--- src/rtl/result_fifo.sv ---
// rtl/result_fifo.sv - FWFT result buffer behind the adder; RESULT_FIFO_ALMOST_FULL_EN adds almost_full
module result_fifo #(
  parameter int DATA_W = 9,
  parameter int DEPTH  = 8,
  localparam int ADDR_W = $clog2(DEPTH)
`ifdef RESULT_FIFO_ALMOST_FULL_EN
  ,
  parameter int AF_MARGIN = 2
`endif
) (
  input  logic              clk,
  input  logic              rst_n,
  input  logic              in_valid,
  input  logic [DATA_W-1:0] in_data,
  input  logic              out_ready,
  output logic              out_valid,
  output logic [DATA_W-1:0] out_data,
  output logic              full,
  output logic              empty,
  output logic [ADDR_W:0]   count,
  output logic              overflow,
  input  logic              clr_ovf
`ifdef RESULT_FIFO_ALMOST_FULL_EN
  ,
  output logic              almost_full
`endif
);

  localparam logic [ADDR_W:0] FULL_CNT = (ADDR_W+1)'(DEPTH);

  logic [DATA_W-1:0] mem_q [DEPTH];
  logic [ADDR_W-1:0] wr_ptr_q, wr_ptr_d;
  logic [ADDR_W-1:0] rd_ptr_q, rd_ptr_d;
  logic [ADDR_W:0]   count_q, count_d;
  logic              overflow_q, overflow_d;
  logic              rd_en, wr_en, drop;

  assign empty     = (count_q == '0);
  assign full      = (count_q == FULL_CNT);
  assign out_valid = !empty;
  assign out_data  = empty ? '0 : mem_q[rd_ptr_q];
  assign count     = count_q;
  assign overflow  = overflow_q;

  // A full FIFO still accepts a write when the head leaves in the same cycle.
  always_comb begin
    rd_en      = out_valid && out_ready;
    wr_en      = in_valid && (!full || rd_en);
    drop       = in_valid && !wr_en;
    wr_ptr_d   = wr_en ? wr_ptr_q + ADDR_W'(1) : wr_ptr_q;
    rd_ptr_d   = rd_en ? rd_ptr_q + ADDR_W'(1) : rd_ptr_q;
    count_d    = count_q;
    case ({wr_en, rd_en})
      2'b10:   count_d = count_q + (ADDR_W+1)'(1);
      2'b01:   count_d = count_q - (ADDR_W+1)'(1);
      default: count_d = count_q;
    endcase
    overflow_d = overflow_q;
    if (drop) begin
      overflow_d = 1'b1;
    end else if (clr_ovf) begin
      overflow_d = 1'b0;
    end
  end

  always_ff @(posedge clk) begin
    if (!rst_n) begin
      wr_ptr_q   <= '0;
      rd_ptr_q   <= '0;
      count_q    <= '0;
      overflow_q <= 1'b0;
    end else begin
      wr_ptr_q   <= wr_ptr_d;
      rd_ptr_q   <= rd_ptr_d;
      count_q    <= count_d;
      overflow_q <= overflow_d;
    end
  end

  // Storage is never cleared; pointers and count alone define validity.
  always_ff @(posedge clk) begin
    if (rst_n && wr_en) begin
      mem_q[wr_ptr_q] <= in_data;
    end
  end

`ifdef RESULT_FIFO_ALMOST_FULL_EN
  localparam logic [ADDR_W:0] AF_LEVEL = (ADDR_W+1)'(DEPTH - AF_MARGIN);
  logic almost_full_q;

  always_ff @(posedge clk) begin
    if (!rst_n) begin
      almost_full_q <= 1'b0;
    end else begin
      almost_full_q <= (count_d >= AF_LEVEL);
    end
  end

  assign almost_full = almost_full_q;
`endif

endmodule
--- config.mk ---
export PLATFORM = sky130hd
export DESIGN_NAME = result_fifo
export DESIGN_NICKNAME = d
export VERILOG_FILES = /design/src/rtl/result_fifo.sv
export SDC_FILE = /design/constraint.sdc
export NUM_CORES = 1
export LEC_CHECK = 0
export ABC_CLOCK_PERIOD_IN_PS = 3350
export CAP_MARGIN = 20
export CORE_MARGIN = 8
export CORE_UTILIZATION = 50
export CTS_BUF_LIST = sky130_fd_sc_hd__clkbuf_4
export DETAILED_ROUTE_END_ITERATION = 8
export PLACE_DENSITY = 0.78
export SLEW_MARGIN = 40
export SYNTH_ARGS = -nofsm -noshare
export SYNTH_HDL_FRONTEND = slang
export SYNTH_SLANG_ARGS = --single-unit
--- constraint.sdc ---
create_clock -name clk -period 3.35 [get_ports clk]
set_input_delay 0.67 -clock clk [delete_from_list [all_inputs] [get_ports clk]]
set_output_delay 0.67 -clock clk [all_outputs]
set_load 0.005 [all_outputs]
==> metrics.txt, run 1 <==
maximum vdd drop=slightly above 400 uV; Post-Synth Adder-Cell Area=1.799%; actual slew at the worst max-slew pin=between 0.6 and 0.7 ns; Final HPWL DP=3710 um; maximum net fanout on the critical path=10; number of enable-type register cells in the synthesized netlist=72; First DRT Iteration DRCs=92; Tcrit/Tclk final=92.27%; leading post-synthesis cells by cell area=sky130_fd_sc_hd__edfxtp_1 62%, sky130_fd_sc_hd__mux4_2 12%, sky130_fd_sc_hd__dfxtp_1 8.1%; total global routing track utilization=12.85%; Leakage=1.309 nW; clock tree sinks=86; synthesized cell area=3478 um2; number of buffers created by CTS=9; number of gates resized after cts=0; initial core utilization=between 50% and 60%; CTS Hold Bufs=0; RSZ-0062 raised after global routing=no; outcome=complete, no violations; proportion of power drawn by combinational gates=about 31%; clock network latency to the later pin of the worst-skew pair=0.43 ns; CP startpoint kind=flip-flop; capturing element type of the critical path=output pin; crit path kind=reg2out; Filler cells=522; area occupied by registers=2442 um2; simple-gate portion of the synthesized area=7.122%; count of input and output buffers=30; # nets final=between 200 and 300; Cells after Synth=~200; count of different cell masters after synthesis=37; XOR/XNOR share of the synthesized area=between 1.5 and 2%; final number of hold-violating endpoints=0; FFs w/ async S/R, synth=0%; net switching power=approximately 0.76 mW; core region area=6756 um2; initial antenna violation count=0; fraction of power consumed by sequential logic=roughly 47%; flop and latch count out of synthesis=86; wire length of the first global-routing pass=9432 um; count of warnings emitted by yosys=0; area share of the largest cell type after synthesis=62.16%; TritonCTS clock tree=done; synthesized netlist net count=215; hold crit path type=reg2reg; Seq/Total Area, Yosys=70.22%; detailed-router iteration count before antenna repair=4; dominant combinational cell family by area after synthesis=multiplexers; RD Place Congestion=0.7382; CTS Buffer Depth=2; number of global-route vias before repair=1,833; H-tree level count=3; largest net degree at the start of global routing=19; count of unresolved DRC violations after routing=0; Clock power frac=21.4%; number of buffers inserted by post-CTS setup repair=0; total negative slack for setup checks=0 ns; post-synthesis mux area share=15.11%; antenna violation net count after detailed routing=0; aggregate global routing overflow=0; number of maximum-capacitance violations=0; floorplan die height=99.41 um; Arr. time, crit path=between 2 and 2.5 ns; CTS clock-pin slew for the worst setup and hold paths=~0.12 ns; Sw Ratio=28.24%; number of I/O pins=31; fmax=323.5 MHz; post-route worst hold slack=0.5163 ns; Vias/cell=5.547; clock period minus worst slack=about 3.1 ns; floorplan die width=just under 100 um; Antenna Cells=0; cell type contributing the most total cell area after synthesis=sky130_fd_sc_hd__edfxtp_1; die area=about 9900 um2; CTS root buffer=sky130_fd_sc_hd__clkbuf_4; Slew Limit Headroom=57.70%; power per standard cell area=659.0 nW/um2; final setup violation count=0; Multi-input gate area=994.7 um2; placement row count=30; Cell Int Power=1.920 mW; required time reported for the critical path endpoint=2.68 ns; leading cell types in the layout, fill and taps excluded=72 x sky130_fd_sc_hd__edfxtp_1, 30 x sky130_fd_sc_hd__clkdlybuf4s50_1, 18 x sky130_fd_sc_hd__mux4_2, 14 x sky130_fd_sc_hd__dfxtp_1, 12 x sky130_fd_sc_hd__mux2i_1; average wire length per cell after detail routing=about 18 um; fraction of layout instances using a drive strength above 1=20.25%; vias after detailed routing=1,786; most common library cell in the layout ignoring fill and taps=sky130_fd_sc_hd__edfxtp_1; syn_area_per_cell=17.75 um2; complex-gate fraction of the synthesized area=2.518%; sum of routed wire length over all layers=between 5000 and 6000 um; Synth Flop Type=sky130_fd_sc_hd__edfxtp_1; Synth-to-Final Area Change=16.73%; number of slew-limit violations in the final report=0; worst clock skew=slightly above 0.02 ns
-- synthesized netlist by cell type, types with 4 or more instances --
library cell,instances
sky130_fd_sc_hd__a21oi_1,4
sky130_fd_sc_hd__and2_1,5
sky130_fd_sc_hd__dfxtp_1,14
sky130_fd_sc_hd__edfxtp_1,72
sky130_fd_sc_hd__ha_1,5
sky130_fd_sc_hd__mux2i_1,12
sky130_fd_sc_hd__mux4_2,18
sky130_fd_sc_hd__nand2_1,4
sky130_fd_sc_hd__nand3_1,4
sky130_fd_sc_hd__nor2_1,11
sky130_fd_sc_hd__nor2b_1,4
sky130_fd_sc_hd__nor3_1,4
-- worst max-delay path: stages, from the launching register on --
cell and delay (ns):
sky130_fd_sc_hd__dfxtp_1 0.40, sky130_fd_sc_hd__or4_1 0.64, sky130_fd_sc_hd__inv_1 0.38, sky130_fd_sc_hd__clkdlybuf4s50_1 0.59
-- state kept, by name, indices dropped and copies added, names as in the netlist, named ones only --
name and count:
count 4, mem_q 72, overflow 1, rd_ptr_q 3, wr_ptr_q 3
-- layer usage --
layer / track usage, % / up-vias / routed length, um
met5: 0 / - / 0
met4: 7.451 / 0 / 124
met3: 4.190 / 9 / 299
met2: 20.14 / 41 / 2804
met1: 15.21 / 884 / 2727
li1: - / 852 / -
-- worst paths after layout --
check	startpoint	endpoint	slack, ns	cells after the start
min	count[3]$_SDFFE_PN0P_	count[3]$_SDFFE_PN0P_	0.52	2
min reg2reg	count[3]$_SDFFE_PN0P_	count[3]$_SDFFE_PN0P_	0.52	2
max	count[1]$_SDFFE_PN0P_	empty	0.26	3
max reg2reg	count[1]$_SDFFE_PN0P_	count[2]$_SDFFE_PN0P_	0.56	9
-- cell type report --
class / count / area share (%)
repair buffers: 40 / 9.245
multi-input cells: 98 / 24.50
flip-flops and latches: 86 / 60.15
clock inverters: 7 / 1.787
well taps: 80 / 2.465
clock buffers: 9 / 1.664
inverters: 2 / 0.1849
-- power groups by stage --
stage	logic, mW	registers (mW)	clock network (mW)
floorplan	0.507	1.28	0
global placement	0.844	1.29	0
detailed placement	0.854	1.29	0
CTS	0.859	1.27	0.585
global route	0.918	1.28	0.627
finish	0.838	1.27	0.572
-- metrics by stage --
stage / util [%] / std cells / cell area (um2) / setup WS [ns] / power (mW)
4_1_cts: 60.09 / 322 / 4060 / 0.2176 / 2.711
3_5_place_dp: 58.02 / 306 / 3920 / 0.3550 / 2.144
6_report: 60.09 / 322 / 4060 / 0.2589 / 2.676
2_1_floorplan: - / 196 / 3478 / 0.8005 / 1.787
3_3_place_gp: 58.02 / 306 / 3920 / 0.4521 / 2.133
5_1_grt: 60.09 / 322 / 4060 / 0.1169 / 2.822
-- cell families after synthesis --
logic type / count (synthesis)
flops: 86
simple gates: 45
mux: 30
compound gates: 12
buf+inv: 12
xor+xnor: 6
fa+ha+maj: 5
Power figures use the tool's default switching activity.
==> inputs of run 2 (changes only) <==
Settings changed: GPL_ROUTABILITY_DRIVEN from default to 1.
==> results of run 2 <==
Same layout as run 1: the final DEF is identical, and so are final timing and power.
